### src/rtl/sh7034_sci_link.sv
// Clock-synchronous link partner for the SH7034 SCI (clocked mode, SCI is master), with byte FIFOs both ways.
// Optional feature: define SCI_LINK_TIMEOUT_EN to resync after a mid-byte SCK stall of TIMEOUT CE_R cycles.
module sh7034_sci_link #(
  parameter int FIFO_AW = 4
`ifdef SCI_LINK_TIMEOUT_EN
  ,
  parameter int TIMEOUT = 1023
`endif
) (
  input  logic             CLK,
  input  logic             RST,
  input  logic             CE_R,
  input  logic             SCK_I,
  input  logic             SDI,
  output logic             SDO,
  input  logic [7:0]       TX_DATA,
  input  logic             TX_WR,
  output logic             TX_FULL,
  output logic [FIFO_AW:0] TX_LEVEL,
  output logic [7:0]       RX_DATA,
  input  logic             RX_RD,
  output logic             RX_EMPTY,
  output logic [FIFO_AW:0] RX_LEVEL,
  output logic             BYTE_DONE,
  output logic             RX_OVF,
  output logic             TX_UNF,
  output logic             RESYNC,
  input  logic             FLAG_CLR
);

  localparam int               DEPTH    = 1 << FIFO_AW;
  localparam logic [FIFO_AW:0] FULL_LVL = (FIFO_AW + 1)'(DEPTH);

  logic               r_sck_old;
  logic [2:0]         r_bcnt;
  logic [7:0]         r_tsr;
  logic [7:0]         r_rsr;
  logic               r_sdo;
  logic               r_byte_done;
  logic               r_rx_ovf;
  logic               r_tx_unf;
  logic               r_resync;

  logic [7:0]         r_tx_mem [DEPTH];
  logic [FIFO_AW-1:0] r_tx_wp;
  logic [FIFO_AW-1:0] r_tx_rp;
  logic [FIFO_AW:0]   r_tx_lvl;
  logic [7:0]         r_rx_mem [DEPTH];
  logic [FIFO_AW-1:0] r_rx_wp;
  logic [FIFO_AW-1:0] r_rx_rp;
  logic [FIFO_AW:0]   r_rx_lvl;

  logic       w_fall;
  logic       w_rise;
  logic       w_byte_start;
  logic       w_tx_empty;
  logic       w_tx_full;
  logic       w_tx_pop;
  logic       w_tx_push;
  logic [7:0] w_tsr_load;
  logic [7:0] w_rsr_next;
  logic       w_rx_empty;
  logic       w_rx_full;
  logic       w_rx_done;
  logic       w_rx_pop;
  logic       w_rx_push;
  logic       w_rx_drop;
  logic       w_timeout;

  assign w_fall       = CE_R & r_sck_old & ~SCK_I;
  assign w_rise       = CE_R & ~r_sck_old & SCK_I;
  assign w_byte_start = w_fall & (r_bcnt == 3'd0);

  assign w_tx_empty = (r_tx_lvl == '0);
  assign w_tx_full  = (r_tx_lvl == FULL_LVL);
  assign w_tx_pop   = w_byte_start & ~w_tx_empty;
  assign w_tx_push  = CE_R & TX_WR & (~w_tx_full | w_tx_pop);
  assign w_tsr_load = w_tx_empty ? 8'hFF : r_tx_mem[r_tx_rp];

  assign w_rsr_next = {SDI, r_rsr[7:1]};
  assign w_rx_empty = (r_rx_lvl == '0);
  assign w_rx_full  = (r_rx_lvl == FULL_LVL);
  assign w_rx_done  = w_rise & (r_bcnt == 3'd7);
  assign w_rx_pop   = CE_R & RX_RD & ~w_rx_empty;
  // A full RX FIFO still takes the byte when the host frees a slot in the same cycle.
  assign w_rx_push  = w_rx_done & (~w_rx_full | w_rx_pop);
  assign w_rx_drop  = w_rx_done & w_rx_full & ~w_rx_pop;

`ifdef SCI_LINK_TIMEOUT_EN
  localparam int TO_W = $clog2(TIMEOUT + 1);
  logic [TO_W-1:0] r_to_cnt;

  assign w_timeout = CE_R & (r_bcnt != 3'd0) & ~w_fall & ~w_rise & (r_to_cnt == TO_W'(TIMEOUT));

  always_ff @(posedge CLK or posedge RST) begin
    if (RST) begin
      r_to_cnt <= '0;
    end else if (CE_R) begin
      if (w_fall || w_rise || (r_bcnt == 3'd0) || w_timeout) r_to_cnt <= '0;
      else                                                    r_to_cnt <= r_to_cnt + 1'b1;
    end
  end
`else
  assign w_timeout = 1'b0;
`endif

  // NOTE: all sequential state uses non-blocking assignments so every register samples pre-edge values.
  always_ff @(posedge CLK or posedge RST) begin
    if (RST) begin
      r_sck_old   <= 1'b1;
      r_bcnt      <= 3'd0;
      r_tsr       <= 8'hFF;
      r_rsr       <= 8'hFF;
      r_sdo       <= 1'b1;
      r_byte_done <= 1'b0;
      r_rx_ovf    <= 1'b0;
      r_tx_unf    <= 1'b0;
      r_resync    <= 1'b0;
    end else if (CE_R) begin
      r_sck_old   <= SCK_I;
      r_byte_done <= w_rx_done;
      if (w_timeout) begin
        r_bcnt <= 3'd0;
        r_tsr  <= 8'hFF;
        r_rsr  <= 8'hFF;
        r_sdo  <= 1'b1;
      end else begin
        if (w_byte_start) begin
          r_tsr <= w_tsr_load;
          r_sdo <= w_tsr_load[0];
        end else if (w_fall) begin
          r_sdo <= r_tsr[r_bcnt];
        end
        if (w_rise) begin
          r_rsr  <= w_rsr_next;
          r_bcnt <= r_bcnt + 3'd1;
        end
      end
      // A set in the same cycle as FLAG_CLR wins.
      r_rx_ovf <= w_rx_drop | (r_rx_ovf & ~FLAG_CLR);
      r_tx_unf <= (w_byte_start & w_tx_empty) | (r_tx_unf & ~FLAG_CLR);
      r_resync <= w_timeout | (r_resync & ~FLAG_CLR);
    end
  end

  // NOTE: FIFO storage has no reset; RX_DATA is masked while empty so stale bytes never show.
  always_ff @(posedge CLK) begin
    if (w_tx_push) r_tx_mem[r_tx_wp] <= TX_DATA;
    if (w_rx_push) r_rx_mem[r_rx_wp] <= w_rsr_next;
  end

  always_ff @(posedge CLK or posedge RST) begin
    if (RST) begin
      r_tx_wp  <= '0;
      r_tx_rp  <= '0;
      r_tx_lvl <= '0;
      r_rx_wp  <= '0;
      r_rx_rp  <= '0;
      r_rx_lvl <= '0;
    end else begin
      if (w_tx_push) r_tx_wp <= r_tx_wp + 1'b1;
      if (w_tx_pop)  r_tx_rp <= r_tx_rp + 1'b1;
      r_tx_lvl <= r_tx_lvl + (FIFO_AW + 1)'(w_tx_push) - (FIFO_AW + 1)'(w_tx_pop);
      if (w_rx_push) r_rx_wp <= r_rx_wp + 1'b1;
      if (w_rx_pop)  r_rx_rp <= r_rx_rp + 1'b1;
      r_rx_lvl <= r_rx_lvl + (FIFO_AW + 1)'(w_rx_push) - (FIFO_AW + 1)'(w_rx_pop);
    end
  end

  assign SDO       = r_sdo;
  assign TX_FULL   = w_tx_full;
  assign TX_LEVEL  = r_tx_lvl;
  assign RX_DATA   = w_rx_empty ? 8'h00 : r_rx_mem[r_rx_rp];
  assign RX_EMPTY  = w_rx_empty;
  assign RX_LEVEL  = r_rx_lvl;
  assign BYTE_DONE = r_byte_done;
  assign RX_OVF    = r_rx_ovf;
  assign TX_UNF    = r_tx_unf;
  assign RESYNC    = r_resync;

endmodule

### config.mk
export PLATFORM = sky130hd
export DESIGN_NAME = sh7034_sci_link
export DESIGN_NICKNAME = d
export VERILOG_FILES = /design/src/rtl/sh7034_sci_link.sv
export SDC_FILE = /design/constraint.sdc
export NUM_CORES = 1
export LEC_CHECK = 0
export ABC_CLOCK_PERIOD_IN_PS = 3650
export BUFFER_PORTS_ARGS = -buffer_cell sky130_fd_sc_hd__buf_2
export CORE_ASPECT_RATIO = 1.75
export CORE_MARGIN = 4
export CORE_UTILIZATION = 60
export CTS_CLUSTER_DIAMETER = 100
export CTS_CLUSTER_SIZE = 40
export DETAILED_ROUTE_END_ITERATION = 10
export GPL_ROUTABILITY_DRIVEN = 0
export PLACE_DENSITY = 0.77
export SYNTH_ARGS = -nofsm -noshare
export SYNTH_HDL_FRONTEND = slang
export SYNTH_SLANG_ARGS = --single-unit
### constraint.sdc
create_clock -name CLK -period 3.65 [get_ports CLK]
set_input_delay 0.9125 -clock CLK [delete_from_list [all_inputs] [get_ports CLK]]
set_output_delay 0.9125 -clock CLK [all_outputs]
set_load 0.005 [all_outputs]
==> flow_metrics.py <==
metrics = {
    "run_status": {
        "status": "complete, no violations",
    },
    "synthesis": {
        "syn_inst": 622,
        "syn_area_um2": 12600,
        "synth_top_area_share_pct": 61.2,
        "syn_avg_cell_area_um2": 20.2,
        "ys_ff_latch": 306,
        "synth_edf_count": 256,
        "syn-num-nets": 664,
        "synthTopCellsByArea": "edfxtp_1 (61%), mux4_2 (12%), dfrtp_1 (6.6%)",
        "synth-seq-area-share_pct": 71.3,
        "yosysWarnings": 0,
        "yosys.cell_types.count": 51,
        "ys.flop_type": "edfxtp_1",
        "yosysTopAreaCell": "edfxtp_1",
        "synth_most_common_cell": "edfxtp_1",
        "yosys-top-cells-count": "edfxtp_1 (256), mux4_2 (65), dfrtp_1 (33)",
        "synth-async-reset-ratio_pct": 16.3,
    },
    "die": {
        "die_h_um": 199,
        "design.core.area_um2": 20500,
        "io_pins": 41,
        "initial_utilization_pct": 61.4,
        "die_area_um2": 23400,
        "rows": 69,
        "die_w_um": 117,
    },
    "setup_path": {
        "path_class": "register to output pin",
        "cp.depth": 5,
        "cp_num_buf_inv": 2,
        "cp_slowest_cell": "mux4_2",
        "cp_max_fo": 35,
        "cp-start-kind": "register",
        "critical_path.top_delay_family": "multiplexers",
        "worstPathCellList": "buf_12 > mux4_2 > mux4_2 > nor2b_1 > buf_2",
        "path_common_cell": "mux4_2",
        "critPathMaxStageDelay_ns": 0.58,
        "r2r_cells": 14,
        "critical_path_required_ns": 2.74,
        "cp.arrival_ns": 2.51,
        "end_kind": "output pin",
    },
    "drt": {
        "dr.pass1.iters": 4,
        "wl_per_cell_um": 24.9,
        "drc": 0,
        "viasPerCell": 6.19,
        "drt-initial-drc-count": 389,
        "vias": 5702,
        "routed_wirelength_um": 22900,
        "ant_nets": 0,
    },
    "layout": {
        "fin_nets": 711,
        "diodes": 0,
        "n_fill_cell": 1314,
        "syn_to_final_growth_pct": 6.41,
        "drive_gt1_share_pct": 25.9,
        "fin_cells": 921,
        "finish.instance_area_um2": 13400,
        "post-route-util_pct": 65.4,
    },
    "clocking": {
        "cts_sinks": 306,
        "cts_resized": 0,
        "cts_tree": "yes",
        "path_clk_slew_ns": 0.15,
        "clk_latency_ns": 0.49,
        "post-cts-setup-buffer-count": 0,
        "clockBufferDepth": 3,
        "cts_buffers": 11,
        "htreeDepth": 1,
        "clockRootBuffer": "clkbuf_16",
        "cts-hold-fix-buffers": 0,
    },
    "timing": {
        "slew_headroom_pct": 29.5,
        "drv_slew": 0,
        "setup_tns_ns": 0,
        "tightest_slew_ns": 1.06,
        "min_period_over_period_pct": 93.6,
        "skew_ns": 0.0312,
        "grt_setup_unrepaired": "false",
        "max_freq_ghz": 0.293,
        "fin_crit_ns": 3.42,
        "hold_violations": 0,
        "setup_viol": 0,
    },
    "global_routing": {
        "grt_antenna_before_repair": 0,
        "grt_max_degree": 51,
        "grt_pass1_wl_um": 36200,
        "grt_pass1_vias": 6250,
        "gr-total-overflow": 0,
        "grtUsageTotal_pct": 20.3,
    },
    "worst_hold_path": {
        "hold_class": "register to register",
        "hold_path_depth": 2,
    },
    "placement": {
        "post-place-cells": 904,
        "dpl.hpwl_um": 16600,
        "postPlaceCellArea_um2": 13100,
        "port_buffers": 40,
    },
    "power_and_ir_drop": {
        "ir_drop_v": 0.000516,
        "power_mw": 9.02,
        "leakagePower_nw": 4.59,
        "p_per_area_nw_per_um2": 674,
    },
    "job": {
        "max_cap_viol_count": 0,
    },
}
## logic make-up (layout without fill, tap and decap cells)
logic type	count (synthesis)	in the layout	share of synthesized area (%)
flip-flops	306	306	71.3
AND/OR/NAND/NOR	101	101	5.00
multiplexers	96	96	16.2
buffers and inverters	51	102	2.18
adder cells (fa/ha/maj)	26	26	2.71
AO/OA/AOI/OAI	21	21	1.15
XOR/XNOR	21	21	1.46
## registers in the layout (all words and copies together), names as in the netlist, 5 cells and up
register and cells:
r_rsr 7, TX_LEVEL 5, r_rx_mem 128, r_tsr 8, r_tx_mem 128, RX_LEVEL 5
## final cells by class
type	count	area [um2]	share of cell area, %
inverters	25	93.8	0.702
repair buffers	60	363	2.71
flip-flops and latches	306	8960	67.0
multi-input cells	265	3330	24.9
clock inverters	1	16.3	0.122
clock buffers	16	294	2.20
well taps	248	310	2.32
## cell usage in the layout, fill, tap and decap left out, types with 3 or more instances in the layout
master	n
dfstp_2	17
xnor2_1	13
nor4bb_1	3
dfrtp_1	31
nand4_1	3
and4_1	4
mux2_2	13
buf_4	19
nor2_1	25
mux4_2	65
inv_1	24
clkbuf_1	5
clkbuf_16	11
and2_1	13
and4b_1	8
o21ai_0	3
ha_1	24
buf_2	40
nand3_1	4
edfxtp_1	256
a21oi_1	5
nor2b_1	10
xor2_1	8
nor3_1	8
nand2_1	10
mux4_1	15
## worst min-delay path: cells and delay by family, from the launching register on
family / cells / cell delay [ns]
flops: 1 / 0.40
simple gates: 2 / 0.14
## per-layer routing
metal	share of wire (%)	routed length (um)	vias up	GRT usage, %
met5	0	0	-	0
met1	35	7960	2995	22.5
met3	2.6	588	33	1.93
met2	60	13700	103	41.1
li1	-	-	2571	-
met4	2.7	617	0	5.70
## stage by stage
step	hold slack (ns)	worst slack, ns
after global routing	0.539	0.112
after global placement	0.468	0.557
after detailed placement	0.481	0.471
final	0.513	0.232
after CTS	0.516	0.194
after floorplan	0.471	0.380
## final timing paths
path                                          endpoint              startpoint  slack (ns)
worst max-delay path                        RX_DATA[7]  r_rx_rp[0]$_DFFE_PP0N_        0.23
worst min-delay path              r_tsr[5]$_DFFE_PP1P_    r_tsr[5]$_DFFE_PP1P_        0.51
worst max register to register   RX_LEVEL[4]$_DFF_PP0_   RX_LEVEL[2]$_DFF_PP0_        0.72
worst min register to register    r_tsr[5]$_DFFE_PP1P_    r_tsr[5]$_DFFE_PP1P_        0.51
max in group asynchronous       r_tx_rp[0]$_DFFE_PP0P_                     RST        2.25
min in group asynchronous       r_rx_rp[3]$_DFFE_PP0N_                     RST        0.64
## power breakdown
part	internal [mW]	switching, mW
registers	4.33	0.628
clock network	0.585	0.969
logic	1.43	1.07
(Power assumes the default switching activity.)
